$ cat src/rtl/fifo32_8.sv
// rtl/fifo32_8.sv - eight-entry 32-bit synchronous FIFO with ack/err handshake flags
//
// Buffers words from a bursty producer ahead of a 32-bit register stage.
// A binary-encoded EMPTY/NORMAL/FULL state machine resolves each request.
// Every request receives a registered ack or err pulse.
//
// Ports:
//   clk         single clock; all state changes happen on the rising edge
//   reset       synchronous, active-high reset
//   wr_en, din  write request and its data word
//   rd_en       read request
//   dout        registered read data; changes only on an accepted read
//   full, empty decoded from the state register
//   wr_ack/err  write accepted/rejected on the last edge (pulses)
//   rd_ack/err  read accepted/rejected on the last edge (pulses)
//   data_count  number of stored words, 0..DEPTH
module fifo32_8 #(
    parameter int WIDTH = 32,
    parameter int DEPTH = 8,
    parameter int AW    = 3
) (
    input  logic             clk,
    input  logic             reset,
    input  logic             wr_en,
    input  logic [WIDTH-1:0] din,
    input  logic             rd_en,
    output logic [WIDTH-1:0] dout,
    output logic             full,
    output logic             empty,
    output logic             wr_ack,
    output logic             wr_err,
    output logic             rd_ack,
    output logic             rd_err,
    output logic [AW:0]      data_count
);

    typedef enum logic [1:0] {
        ST_EMPTY  = 2'd0,
        ST_NORMAL = 2'd1,
        ST_FULL   = 2'd2
    } state_t;

    localparam logic [AW:0] COUNT_ONE  = (AW+1)'(1);
    localparam logic [AW:0] COUNT_FULL = (AW+1)'(DEPTH);

    state_t           state;
    state_t           state_next;
    logic [WIDTH-1:0] mem [DEPTH];
    logic [AW-1:0]    wp;
    logic [AW-1:0]    rp;
    logic [AW:0]      count_next;
    logic             wr_ok;
    logic             rd_ok;

    // Acceptance depends only on the state before the edge. In EMPTY a
    // concurrent read is rejected because the word being written is not yet
    // readable. In FULL a write is accepted only when a read frees a slot
    // in the same edge.
    always_comb begin
        wr_ok      = 1'b0;
        rd_ok      = 1'b0;
        count_next = data_count;
        state_next = state;
        case (state)
            ST_EMPTY: begin
                wr_ok = wr_en;
            end
            ST_NORMAL: begin
                wr_ok = wr_en;
                rd_ok = rd_en;
            end
            ST_FULL: begin
                rd_ok = rd_en;
                wr_ok = wr_en && rd_en;
            end
            default: ;
        endcase

        case ({wr_ok, rd_ok})
            2'b10:   count_next = data_count + COUNT_ONE;
            2'b01:   count_next = data_count - COUNT_ONE;
            default: ;
        endcase

        if (count_next == '0) begin
            state_next = ST_EMPTY;
        end else if (count_next == COUNT_FULL) begin
            state_next = ST_FULL;
        end else begin
            state_next = ST_NORMAL;
        end
    end

    always_ff @(posedge clk) begin
        if (reset) begin
            state <= ST_EMPTY;
        end else begin
            state <= state_next;
        end
    end

    always_ff @(posedge clk) begin
        if (reset) begin
            wp         <= '0;
            rp         <= '0;
            data_count <= '0;
            dout       <= '0;
            wr_ack     <= 1'b0;
            wr_err     <= 1'b0;
            rd_ack     <= 1'b0;
            rd_err     <= 1'b0;
        end else begin
            data_count <= count_next;
            wr_ack     <= wr_en && wr_ok;
            wr_err     <= wr_en && !wr_ok;
            rd_ack     <= rd_en && rd_ok;
            rd_err     <= rd_en && !rd_ok;
            if (wr_ok) begin
                wp <= wp + 1'b1;
            end
            if (rd_ok) begin
                // In FULL with both requests, wp == rp: this reads the old
                // word while the write below replaces it on the same edge.
                dout <= mem[rp];
                rp   <= rp + 1'b1;
            end
        end
    end

    // Storage is intentionally left out of reset.
    always_ff @(posedge clk) begin
        if (!reset && wr_ok) begin
            mem[wp] <= din;
        end
    end

    assign full  = (state == ST_FULL);
    assign empty = (state == ST_EMPTY);

endmodule
$ cat config.mk
export PLATFORM = sky130hd
export DESIGN_NAME = fifo32_8
export DESIGN_NICKNAME = d
export VERILOG_FILES = /design/src/rtl/fifo32_8.sv
export SDC_FILE = /design/constraint.sdc
export NUM_CORES = 1
export LEC_CHECK = 0
export BUFFER_PORTS_ARGS = -buffer_cell sky130_fd_sc_hd__buf_2
export CAP_MARGIN = 20
export CORE_UTILIZATION = 42
export CTS_BUF_LIST = sky130_fd_sc_hd__clkbuf_4 sky130_fd_sc_hd__clkbuf_8
export DETAILED_ROUTE_END_ITERATION = 12
export GPL_TIMING_DRIVEN = 1
export SLEW_MARGIN = 25
export SYNTH_ARGS = -nofsm -noshare
export SYNTH_HDL_FRONTEND = slang
export SYNTH_SLANG_ARGS = --single-unit
$ cat constraint.sdc
create_clock -name clk -period 6.45 [get_ports clk]
set_clock_uncertainty 0.1 [all_clocks]
set_input_delay 0.3225 -clock clk [delete_from_list [all_inputs] [get_ports clk]]
set_output_delay 0.3225 -clock clk [all_outputs]
set_load 0.01 [all_outputs]
==> flow_metrics.py, run 1 <==
metrics = {
    "logic_synthesis": {
        "async_flop_share_pct": 0,
        "synthCells": 570,
        "syn_avg_cell_area_sq_um": 20.3,
        "ys_warn_count": 0,
        "yosys.area.top_type_share_pct": 66.4,
        "syn_nets": 615,
        "syn_area_sq_um": 11600,
        "ys_seq_area_share_pct": 74.7,
        "ys_types": 32,
        "synth_edf_count": 256,
        "synth_seq_cells": 304,
        "yosys-top-cells-area": "edfxtp_1 (66%), mux4_2 (10%), dfxtp_1 (8.3%)",
        "synth_top_flop_cell": "edfxtp_1",
        "post-synth-top-area-cell": "edfxtp_1",
    },
    "setup_path": {
        "cp.required_ns": 6.80,
        "slowest_stage": "nor3b_2",
        "crit_family": "simple AND/OR/NAND/NOR gates",
        "endpoint_kind": "register",
        "cp_cell_sequence": "inv_1, ha_1, a211oi_1, nor3b_2, inv_2, ha_1, xor2_1, ha_1, a21oi_1, xor2_1, nor2_1, xnor2_1, nor4b_2",
        "worstPathArrival_ns": 3.51,
        "path_buf_inv": 2,
        "cp_max_fo": 7,
        "path_class": "reg -> reg",
        "max_stage_delay_ns": 0.53,
        "cpMostUsedCell": "ha_1",
        "start_kind": "register",
    },
    "floorplan": {
        "die_area_sq_um": 28200,
        "start_util_pct": 42.8,
        "ios": 78,
        "die_w_microns": 168,
        "fp-row-count": 60,
        "core_area_sq_um": 27000,
        "die_y_microns": 168,
    },
    "power_and_ir_drop": {
        "power_density_nw_per_um2": 356,
        "ir_worst_vdd_v": 0.000227,
        "power_mw": 4.92,
        "power.leakage_nw": 4.57,
    },
    "flow_run": {
        "max-cap-violations": 0,
    },
    "route": {
        "wl_per_cell_microns": 19.7,
        "dr.pass1.iters": 4,
        "drtAntennaViolNets": 0,
        "drt-total-wl_microns": 21600,
        "met1Wirelength_microns": 9480,
        "top_layer": "met4",
        "drc_errors": 0,
        "wl_met2_microns": 10400,
        "vias": 5658,
        "drtIter0Drc": 323,
        "dr_wl_met3_microns": 1260,
        "avgViaCountPerCell": 5.15,
    },
    "placed_design": {
        "port_buffers": 77,
        "hpwl_microns": 12600,
        "dp_cells": 972,
        "gp_congestion": 0.753,
    },
    "clocking": {
        "post-cts-setup-buffer-count": 0,
        "ctsHtreeMaxLevel": 2,
        "cts_tree": "done",
        "cts-root-buf": "clkbuf_8",
        "clk-insertion-delay-late_ns": 0.55,
        "numCtsBuffers": 49,
        "cts_resized": 0,
        "path_clk_slew_ns": 0.06,
        "clk_path_buf_depth": 3,
        "cts_hold_buf": 34,
        "cts_num_sinks": 304,
    },
    "timing": {
        "fmax_mhz": 317,
        "rsz0062_at_grt": "no",
        "fin_crit_ns": 3.16,
        "slew_headroom_pct": 35.4,
        "hold_viol_final": 0,
        "worst-slew-pin-transition_ns": 0.970,
        "slew_viol_final": 0,
        "tns_ns": 0,
        "finalSetupViolCount": 0,
        "timing.final.crit_share_pct": 48.9,
    },
    "final_layout": {
        "area_growth_pct": 19.3,
        "layout_common_cells": "edfxtp_1 (256), buf_2 (77), clkbuf_8 (55), mux4_2 (53)",
        "final_nets": 761,
        "drive_above_1_share_pct": 32.6,
        "final_util_pct": 51.1,
        "final_common_cell": "edfxtp_1",
        "fin_cells": 1099,
    },
    "grt": {
        "grt_pass1_wl_microns": 34400,
        "grt_max_degree": 69,
        "grt_usage_pct": 16.0,
        "gr-total-overflow": 0,
        "first_global_vias": 6136,
        "antenna_found_initial": 1,
    },
    "status": {
        "outcome": "finished clean",
    },
    "hold_path": {
        "worst_hold_path_type": "in -> reg",
    },
}
cells in the mapped netlist, drive strengths merged, types with 2 or more instances:
library cell and instances:
buf 18, a211oi 33, nor4 2, xnor2 4, inv 4, nor3b 3, nor2 51, xor2 4
mux2i 34, a21oi 4, nand2 8, mux4 64, nor2b 3, edfxtp 256, clkbuf 14, nand2b 3
dfxtp 48, ha 9
area by class of cell:
cell class,count,area [sq um]
Antenna cell,1,2.50
Clock buffer,82,960
Sequential cell,304,8650
Inverter,4,15.0
Tap cell,341,427
Clock inverter,10,43.8
Timing Repair Buffer,127,1010
Fill cell,2203,13200
Multi-Input combinational cell,230,2710
flip-flops by register name (all words and copies together) (netlist names):
name / flops
dout: 32
rd_err: 1
wp: 3
state: 2
data_count: 4
rp: 3
wr_ack: 1
rd_ack: 1
wr_err: 1
mem: 256
stage by stage:
step	hold WS, ns	area (sq um)	worst slack, ns
after floorplan	0.321	11600	1.52
after global placement	0.394	12200	3.53
after detailed placement	0.390	12500	3.31
after CTS	0.286	13800	3.27
after global routing	0.335	13800	3.06
final	0.304	13800	3.29
metal layers:
layer,track usage [%],up-vias
li1,-,2622
met1,21.2,2846
met2,26.4,148
met3,3.48,42
met4,5.38,0
met5,0,-
kinds of logic after synthesis:
logic type	synth area share, %
AO/OA/AOI/OAI	2.64
buffers and inverters	2.45
XOR/XNOR	0.605
multiplexers	15.7
flip-flops	74.7
AND/OR/NAND/NOR	2.91
adder cells (fa/ha/maj)	0.972
where the power goes:
group	switching [mW]	total, mW	internal (mW)	leakage (nW)
sequential	0.0981	2.39	2.29	2.71
combinational	0.467	0.903	0.436	1.33
clock	0.698	1.63	0.934	0.539
worst paths after layout:
path / startpoint / end / slack (ns) / cells past startpoint
max: state[0] / state[1] / 3.29 / 13
min: reset / data_count[2] / 0.30 / 3
max reg2reg: state[0] / state[1] / 3.29 / 13
min reg2reg: dout[27] / dout[27] / 0.39 / 2
worst min-delay path, delay by kind of cell:
family / cells / cell delay (ns)
and+or+nand+nor: 1 / 0.16
buffers and inverters: 2 / 0.42
No activity file was read; power rests on OpenSTA's default activity.
==> run 2, diff against run 1 <==
clock period = 2.6 ns   (was 6.45 ns; I/O delays follow)
==> run 2 against run 1 <==
Critical path depth is the same. Cell area is 1.6% higher. Core utilization increased by 0.80 points. First-iteration DRC count is 0.31% lower. Combinational power increased to 2.7 times the previous value. Routed wire length rose by 3.9%. Final cell count is 1.1% higher. Clock-buffer cell count is 5 lower. Highest routed layer unchanged. Flip-flop and latch count unchanged.
==> flow_metrics.py, run 2 (synthesized netlist as in run 1, its figures left out) <==
metrics = {
    "timing": {
        "fmax_mhz": 406,
        "fin_crit_ns": 2.46,
        "slew_headroom_pct": 49.2,
        "slew_viol_final": 0,
        "tns_ns": 0,
        "timing.final.crit_share_pct": 94.7,
        "finalSetupViolCount": 0,
        "worst-slew-pin-transition_ns": 0.763,
        "hold_viol_final": 0,
    },
    "route": {
        "dr.pass1.iters": 4,
        "drc_errors": 0,
        "vias": 5722,
        "avgViaCountPerCell": 5.15,
        "wl_per_cell_microns": 20.2,
        "drt-total-wl_microns": 22400,
        "drtIter0Drc": 322,
        "drtAntennaViolNets": 0,
    },
    "power_and_ir_drop": {
        "power_density_nw_per_um2": 910,
        "ir_worst_vdd_v": 0.000375,
        "power.leakage_nw": 4.67,
    },
    "grt": {
        "first_global_vias": 6035,
        "grt_pass1_wl_microns": 35000,
        "grt_usage_pct": 16.5,
        "grt_max_degree": 68,
        "gr-total-overflow": 0,
        "antenna_found_initial": 0,
    },
    "clocking": {
        "numCtsBuffers": 49,
        "cts_num_sinks": 304,
        "clk-insertion-delay-late_ns": 0.56,
        "clk_path_buf_depth": 3,
        "path_clk_slew_ns": 0.06,
        "cts_tree": "done",
        "ctsHtreeMaxLevel": 2,
        "post-cts-setup-buffer-count": 0,
        "cts-root-buf": "clkbuf_8",
    },
    "setup_path": {
        "start_kind": "register",
        "slowest_stage": "dfxtp_4",
        "worstPathArrival_ns": 2.81,
        "endpoint_kind": "register",
        "cp_max_fo": 4,
        "path_class": "reg -> reg",
        "max_stage_delay_ns": 0.37,
        "cp_cell_sequence": "inv_4, ha_4, a211oi_4, nor3b_4, inv_2, ha_4, xor2_2, ha_2, a21oi_2, xor2_1, nor2_1, xnor2_2, nor4b_4",
        "cpMostUsedCell": "ha_4",
        "cp.required_ns": 2.95,
    },
    "placed_design": {
        "dp_cells": 985,
        "placed_cell_area_sq_um": 12500,
        "port_buffers": 77,
        "gp_congestion": 0.694,
        "hpwl_microns": 12900,
    },
    "floorplan": {
        "die_w_microns": 168,
        "die_y_microns": 168,
        "ios": 78,
        "die_area_sq_um": 28200,
        "core_area_sq_um": 27000,
        "start_util_pct": 42.8,
        "fp-row-count": 60,
    },
    "final_layout": {
        "final_nets": 774,
        "layout_common_cells": "edfxtp_1 (256), buf_2 (77), clkbuf_8 (56), mux4_2 (53), nor2_1 (45)",
        "largest_register": "mem",
        "fin_cells": 1111,
        "final_common_cell": "edfxtp_1",
        "design_area_sq_um": 14000,
        "reg.largest.list": "mem x256, dout x32, data_count x4",
        "insertedDiodeCount": 0,
        "largest_reg_flops": 256,
        "area_growth_pct": 21.2,
        "final_util_pct": 51.9,
        "drive_above_1_share_pct": 36.4,
    },
    "flow_run": {
        "max-cap-violations": 0,
    },
    "status": {
        "outcome": "finished clean",
    },
    "hold_path": {
        "worst_hold_path_type": "in -> reg",
    },
}
[run 2: changes by cell type in the layout (fill, tap and decap cells not counted), sizes merged]
cell      previous run  this run
buf                 93       106
clkbuf              82        77
bufinv               0         3
clkinv               9        10
clkinvlp             1         2
diode                1         0
[run 2: cell type report]
type                            instances  area (sq um)
Timing Repair Buffer                  140          1010
Tap cell                              341           427
Clock buffer                           77           928
Sequential cell                       304          8660
Clock inverter                         15           153
Inverter                                4          20.0
Fill cell                            2204         13000
Multi-Input combinational cell        230          2830
[run 2: report_power, final]
| group | total, mW | internal, mW | switching, mW |
|---|---|---|---|
| Combinational | 2.42 | 1.21 | 1.21 |
| Clock | 4.37 | 2.58 | 1.80 |
| Sequential | 5.97 | 5.68 | 0.286 |
[run 2: layer usage]
metal  vias to the layer above  GRT usage (%)  wire, microns  part of all wire [%]
met5                         -              0              0                     0
met4                         0           4.83            390                   1.7
met3                        39           3.71           1070                   4.8
met2                       144           26.7          10900                    48
met1                      2897           22.4          10100                    45
li1                       2642              -              -                     -
[run 2: worst paths after layout]
check            from          to  slack [ns]  depth (start not counted)
min reg2reg  dout[23]    dout[23]        0.40                          2
max          state[0]    state[1]        0.14                         13
min             reset  mem[0][14]        0.11                          3
max reg2reg  state[0]    state[1]        0.14                         13
[run 2: what timing repair did]
item	CTS	global route
pin swaps	2	5
resized for setup	2	10
endpoints found under the setup margin	1	3
hold endpoints to repair	261	0
hold buffers	34	0
[run 2: stage by stage]
step	power [mW]	setup WS, ns	hold slack (ns)
floorplan	7.78	-0.227	0.129
global placement	8.36	0.0868	0.286
detailed placement	8.44	0.0232	0.308
CTS	12.9	0.00398	0.0668
global route	13.4	-0.0135	0.0976
finish	12.8	0.139	0.111
[run 2: critical path: cells and delay by family, from the launching register on]
| family | cells | cell delay [ns] |
|---|---|---|
| AND/OR/NAND/NOR | 3 | 0.50 |
| buffers and inverters | 2 | 0.16 |
| XOR/XNOR | 3 | 0.55 |
| AO/OA/AOI/OAI | 2 | 0.18 |
| adder cells (fa/ha/maj) | 3 | 0.52 |
| flip-flops | 1 | 0.37 |
